===== src/rtl/cpu_reset_sequencer.sv =====
// ---------------------------------------------------------------------------
// cpu_reset_sequencer
//
// Generates the RESET input of the CPU core. It merges three reset sources
// into one clean, synchronous RESET sequence:
//   - power-on reset (notRESET, asynchronous assert, synchronous release)
//   - a mechanical reset button (BTN_RESET, synchronized and debounced)
//   - a single-cycle software/watchdog request (SOFT_RESET_REQ)
//
// The sequence works like this:
//   - RESET is held for at least HOLD_CYCLES cycles, and until the core
//     reports through TRESET that its internal reset chain has seen it.
//   - If the core never reports, RESET is released after ACK_TIMEOUT cycles
//     and ACK_ERR is raised.
//   - A cooldown of COOLDOWN_CYCLES follows. A request that arrives during
//     the cooldown is remembered and starts a new sequence when the cooldown
//     ends.
//
// Ports:
//   Clk             in   system clock, rising edge
//   notRESET        in   asynchronous active-low power-on reset
//   BTN_RESET       in   raw reset button, active high, asynchronous
//   SOFT_RESET_REQ  in   synchronous one-cycle reset request
//   TRESET          in   core's TRESET, high while the core is resetting
//   RESET           out  registered reset to the core, active high
//   BUSY            out  high whenever the sequencer is not idle
//   RESET_DONE      out  one-cycle pulse when a sequence finishes
//   ACK_ERR         out  sticky: the last sequence ended without an ack
//
// All outputs are driven directly from flops. No input reaches an output
// through combinational logic.
// ---------------------------------------------------------------------------
module cpu_reset_sequencer #(
  parameter int HOLD_CYCLES     = 7,   // >= 3, covers the core's 3-stage TRESET chain
  parameter int ACK_TIMEOUT     = 32,  // > HOLD_CYCLES
  parameter int COOLDOWN_CYCLES = 4,   // >= 1
  parameter int DEBOUNCE_BITS   = 4    // button must be stable 2**DEBOUNCE_BITS cycles
) (
  input  logic Clk,
  input  logic notRESET,
  input  logic BTN_RESET,
  input  logic SOFT_RESET_REQ,
  input  logic TRESET,
  output logic RESET,
  output logic BUSY,
  output logic RESET_DONE,
  output logic ACK_ERR
);

  // -------------------------------------------------------------------------
  // Counter sizing. One counter serves both ASSERT and COOLDOWN. Every state
  // leaves at or before its own terminal count, so the counter never wraps.
  // -------------------------------------------------------------------------
  localparam int CNT_MAX = (ACK_TIMEOUT > COOLDOWN_CYCLES) ? ACK_TIMEOUT
                                                           : COOLDOWN_CYCLES;
  localparam int CW      = $clog2(CNT_MAX);

  localparam logic [CW-1:0] HOLD_LAST    = CW'(HOLD_CYCLES - 1);
  localparam logic [CW-1:0] TIMEOUT_LAST = CW'(ACK_TIMEOUT - 1);
  localparam logic [CW-1:0] COOL_LAST    = CW'(COOLDOWN_CYCLES - 1);

  typedef enum logic [1:0] {
    ST_IDLE     = 2'd0,
    ST_ASSERT   = 2'd1,
    ST_COOLDOWN = 2'd2
  } state_t;

  // -------------------------------------------------------------------------
  // Button path: a 2-flop synchronizer, then a debouncer.
  //
  // The debounced level follows the synchronized input only after the two
  // have differed for 2**DEBOUNCE_BITS consecutive cycles. Any cycle in which
  // they agree clears the count, so contact bounce never gets through.
  // btn_req is a registered one-cycle pulse on each 0->1 change of the
  // debounced level. A release of the button never requests a reset.
  // -------------------------------------------------------------------------
  logic                     btn_sync_0;
  logic                     btn_sync_1;
  logic                     btn_level;
  logic [DEBOUNCE_BITS-1:0] btn_cnt;
  logic                     btn_req;

  // NOTE: sequential state is written only with non-blocking assignments, so
  // every flop samples values from before the edge, whatever the order of
  // the statements.
  always_ff @(posedge Clk or negedge notRESET) begin
    if (!notRESET) begin
      btn_sync_0 <= 1'b0;
      btn_sync_1 <= 1'b0;
      btn_level  <= 1'b0;
      btn_cnt    <= '0;
      btn_req    <= 1'b0;
    end else begin
      btn_sync_0 <= BTN_RESET;
      btn_sync_1 <= btn_sync_0;
      btn_req    <= 1'b0;
      if (btn_sync_1 == btn_level) begin
        btn_cnt <= '0;
      end else if (btn_cnt == '1) begin
        // This is the last cycle of the stable window, so accept the new level.
        btn_level <= btn_sync_1;
        btn_cnt   <= '0;
        btn_req   <= btn_sync_1;
      end else begin
        btn_cnt <= btn_cnt + 1'b1;
      end
    end
  end

  // -------------------------------------------------------------------------
  // Merged request. A button request and a soft request in the same cycle
  // count as one request.
  // -------------------------------------------------------------------------
  logic req;

  // NOTE: a combinational block assigns its output on every path, so no
  // latch can be inferred.
  always_comb begin
    req = btn_req | SOFT_RESET_REQ;
  end

  // -------------------------------------------------------------------------
  // Sequencer FSM with registered outputs
  // -------------------------------------------------------------------------
  state_t        state;
  logic [CW-1:0] cnt;
  logic          ack;      // TRESET has been seen during this ASSERT phase
  logic          pending;  // a request arrived during COOLDOWN

  // The core may still have TRESET high on the exit edge without the
  // registered ack being set yet. Accept either one.
  logic acked;
  always_comb begin
    acked = ack | TRESET;
  end

  always_ff @(posedge Clk or negedge notRESET) begin
    if (!notRESET) begin
      // Power-on starts in ASSERT, so the core is held in reset from the
      // first cycle and the full hold time runs after release.
      state      <= ST_ASSERT;
      cnt        <= '0;
      ack        <= 1'b0;
      pending    <= 1'b0;
      RESET      <= 1'b1;
      BUSY       <= 1'b1;
      RESET_DONE <= 1'b0;
      ACK_ERR    <= 1'b0;
    end else begin
      RESET_DONE <= 1'b0;

      case (state)
        ST_IDLE: begin
          if (req) begin
            state <= ST_ASSERT;
            cnt   <= '0;
            ack   <= 1'b0;
            RESET <= 1'b1;
            BUSY  <= 1'b1;
          end
        end

        ST_ASSERT: begin
          // Any request that arrives now is absorbed: it is not queued and
          // does not restart the counter.
          if (TRESET) begin
            ack <= 1'b1;
          end
          if (cnt >= HOLD_LAST && acked) begin
            state   <= ST_COOLDOWN;
            cnt     <= '0;
            RESET   <= 1'b0;
            ACK_ERR <= 1'b0;
          end else if (cnt == TIMEOUT_LAST) begin
            // The core never answered. Release RESET anyway so the system
            // cannot stay stuck in reset, and flag it.
            state   <= ST_COOLDOWN;
            cnt     <= '0;
            RESET   <= 1'b0;
            ACK_ERR <= 1'b1;
          end else begin
            cnt <= cnt + 1'b1;
          end
        end

        ST_COOLDOWN: begin
          if (cnt == COOL_LAST) begin
            // A request on this final edge counts the same as an earlier
            // pending one.
            if (pending || req) begin
              state   <= ST_ASSERT;
              cnt     <= '0;
              ack     <= 1'b0;
              pending <= 1'b0;
              RESET   <= 1'b1;
            end else begin
              state      <= ST_IDLE;
              cnt        <= '0;
              BUSY       <= 1'b0;
              RESET_DONE <= 1'b1;
            end
          end else begin
            cnt <= cnt + 1'b1;
            if (req) begin
              pending <= 1'b1;
            end
          end
        end

        default: begin
          // Unreachable encoding: recover by running a full reset sequence.
          state   <= ST_ASSERT;
          cnt     <= '0;
          ack     <= 1'b0;
          pending <= 1'b0;
          RESET   <= 1'b1;
          BUSY    <= 1'b1;
        end
      endcase
    end
  end

endmodule

===== config.mk =====
export PLATFORM = sky130hd
export DESIGN_NAME = cpu_reset_sequencer
export DESIGN_NICKNAME = d
export VERILOG_FILES = /design/src/rtl/cpu_reset_sequencer.sv
export SDC_FILE = /design/constraint.sdc
export NUM_CORES = 1
export LEC_CHECK = 0
export CAP_MARGIN = 20
export CORE_UTILIZATION = 40
export DETAILED_ROUTE_END_ITERATION = 16
export MAX_ROUTING_LAYER = met4
export PLACE_DENSITY = 0.62
export SETUP_SLACK_MARGIN = 0.5
export SLEW_MARGIN = 5
export SYNTH_ARGS = -nofsm -noshare
export SYNTH_HDL_FRONTEND = slang
export SYNTH_SLANG_ARGS = --single-unit

===== constraint.sdc =====
create_clock -name Clk -period 3 [get_ports Clk]
set_input_delay 0.6 -clock Clk [delete_from_list [all_inputs] [get_ports Clk]]
set_output_delay 0.6 -clock Clk [all_outputs]
set_load 0.02 [all_outputs]

==> results.toml <==
[status]
status = "complete, no violations"

[sta]
rsz0062_at_grt = "no"
layout_setup_ws_ns = 0.660
min_period_over_period_pct = 78.0
period_needed_ns = 2.34
fin_skew_ns = 0.00230
tightest_slew_ns = 0.566
fin_setup_tns_ns = 0
slew_headroom_pct = 62.1
finalMaxSlewViolations = 0
hold_viol = 0
setup_viol = 0
fmax_mhz = 427

[global_route]
antenna_found_initial = 0
grt_overflow = 0
grt_pass1_wl_um = 3460
grt_max_degree = 22
grt_pass1_vias = 782
grt_use_total_pct = 18.3

[die]
rows = 18
core_area_mm2 = 0.00248
io_pins = 9
fp.dieW_um = 53.2
die_y_um = 53.2
initial_core_util_pct = 42.3
dieArea_mm2 = 0.00283

[synthesis]
postSynth.asyncResetShare_pct = 100
synth_edf_count = 0
synthTopCellsByArea = "dfrtp_1 43%, ha_1 8.4%, dfstp_2 7.5%"
yosysTopAreaCell = "dfrtp_1"
synthCells = 94
synthTopCellsByCount = "18 x dfrtp_1, 7 x a21oi_1, 7 x ha_1"
ys_warn_count = 0
synth_fp_nets = 106
synth.top_cell.area_share_pct = 43.0
synth-seq-cells = 21
synth.distinct_cells = 39
seq_area_frac_synth_pct = 50.5
yosysMostFrequentCell = "dfrtp_1"
synth_area_mm2 = 0.00105
syn_area_per_cell_um2 = 11.1
synth_flop_cell = "dfrtp_1"

[clocking]
clk_latency_ns = 0.30
cts_tree = "yes"
cts_root_buf = "clkbuf_4"
postCtsSetupBuffers = 0
cts.sinks = 21
cts.htree.levels = 1
cts_buffers = 3
hold_buffers = 0
clk_pin_slew_worst_paths_ns = 0.11
cts.path.max_buffers = 2

[cells_and_area]
nFillCells = 233
ff_latch_area_um2 = 529
multi_input_area_um2 = 494
num_antenna_cells = 0
area_growth_pct = 14.1
drive_gt1_share_pct = 15.1
num-nets-final = 119

[placed_design]
hpwl_um = 1460
place_congestion = 0.920
port_buffers = 8
post-place-ws_ns = 0.586

[setup_path]
arrival_ns = 2.51
cp-end-kind = "flip-flop"
cp_cell_sequence = "ha_1 > and3_1 > ha_1 > or4b_2 > o21ai_1 > nand2b_1 > a22oi_1"
crit_top_cell = "ha_1"
critical_path_class = "reg -> reg"
worstPathMaxFanout = 5
cp_slowest_stage_delay_ns = 0.63
critPathLaunchType = "flip-flop"
crit_slowest_cell = "or4b_2"
required_ns = 3.17

[routing]
wl_met1_um = 886
wire_per_inst_um = 14.2
drc_errors = 0
drt_first_pass_iters = 4
wl_met2_um = 915
drtIter0Drc = 17
ant_nets = 0
maxUsedRoutingLayer = "met4"
met3WireLength_um = 89
wl_um = 1930
viasPerCell = 5.70
num_vias = 775

[power]
power_switching_share_pct = 37.7
p_comb_share_pct = 44.4
pwr-share-seq_pct = 41.7
clockPowerShare_pct = 13.9
peakVddDrop_v = 0.000452
intPower_mw = 0.592
p_leak_nw = 0.531
switchingPower_mw = 0.358
p_per_area_mw_per_mm2 = 795

[job]
cap_viol_max_count = 0

[worst_hold_path]
hp-class = "reg -> reg"
through the flow:
step | instance area, um^2 | cells | utilization (%) | hold WS, ns | power [mW]
final | 1190 | 136 | 48.2 | 0.364 | 0.950
after global routing | 1190 | 136 | 48.2 | 0.384 | 1.03
after CTS | 1190 | 136 | 48.2 | 0.365 | 0.955
after detailed placement | 1170 | 132 | 47.1 | 0.337 | 0.821
after global placement | 1170 | 132 | 47.1 | 0.333 | 0.818
after floorplan | 1050 | 94 | - | 0.304 | 0.701
logic make-up after synthesis:
family	Yosys count	synth area share, %
and+or+nand+nor	29	17.9
AOI/OAI and AO/OA	28	18.2
DFF	21	50.5
adders and majority gates	7	8.36
buffers and inverters	6	2.27
xor gates and xnor gates	2	1.67
muxes	1	1.08
state kept, by name (all words and copies together) (netlist names):
register / cells
btn_sync_1: 1
btn_sync_0: 1
RESET_DONE: 1
RESET: 1
ack: 1
state: 2
ACK_ERR: 1
cnt: 5
btn_level: 1
BUSY: 1
btn_req: 1
btn_cnt: 4
pending: 1
path summary, 6_finish.rpt:
kind / to / cells past startpoint / from / slack (ns)
min: btn_sync_1 / 0 / btn_sync_0 / 0.36
min in group asynchronous: btn_cnt[0] / 2 / notRESET / 0.63
max: state[1] / 7 / cnt[0] / 0.66
max reg2reg: state[1] / 7 / cnt[0] / 0.66
min reg2reg: btn_sync_1 / 0 / btn_sync_0 / 0.36
max in group asynchronous: RESET / 2 / notRESET / 2.09
repair_timing:
action                     in CTS  in global routing
gates resized for setup         0                  1
hold endpoints to repair        0                  0
setup endpoints to repair       0                  7
power groups by stage:
stage,registers (mW),logic [mW],clock network (mW)
6_report,0.396,0.422,0.132
5_1_grt,0.403,0.478,0.152
4_1_cts,0.396,0.420,0.139
3_5_place_dp,0.401,0.420,0
3_3_place_gp,0.398,0.420,0
2_1_floorplan,0.411,0.290,0
cell usage in the layout (no fill, tap or decap), types with 3 or more instances in the layout:
cell,instances
dfstp_2,3
o21ai_0,4
clkdlybuf4s50_1,8
nor2_1,5
a21oi_1,7
a31oi_1,3
clkbuf_4,3
dfrtp_1,18
ha_1,7
inv_1,5
nand2_1,4
critical path: cells and delay by family (launching register included):
family,cells,cell delay [ns]
AND/OR/NAND/NOR,3,1.00
adder cells (fa/ha/maj),2,0.45
flip-flops,1,0.43
AO/OA/AOI/OAI,2,0.34
metal layers:
| metal | vias up | GRT usage [%] |
|---|---|---|
| met5 | - | - |
| met1 | 369 | 22.2 |
| met4 | 0 | 11.8 |
| met2 | 26 | 27.4 |
| li1 | 376 | - |
| met3 | 4 | 4.02 |
area by class of cell:
cell class / instances / share of cell area, %
Multi-Input combinational cell: 67 / 41.4
Clock buffer: 3 / 1.88
Inverter: 5 / 1.57
Clock inverter: 1 / 0.419
Sequential cell: 21 / 44.3
Timing Repair Buffer: 9 / 7.33
Tap cell: 30 / 3.14
No activity file was read; power rests on OpenSTA's default activity.
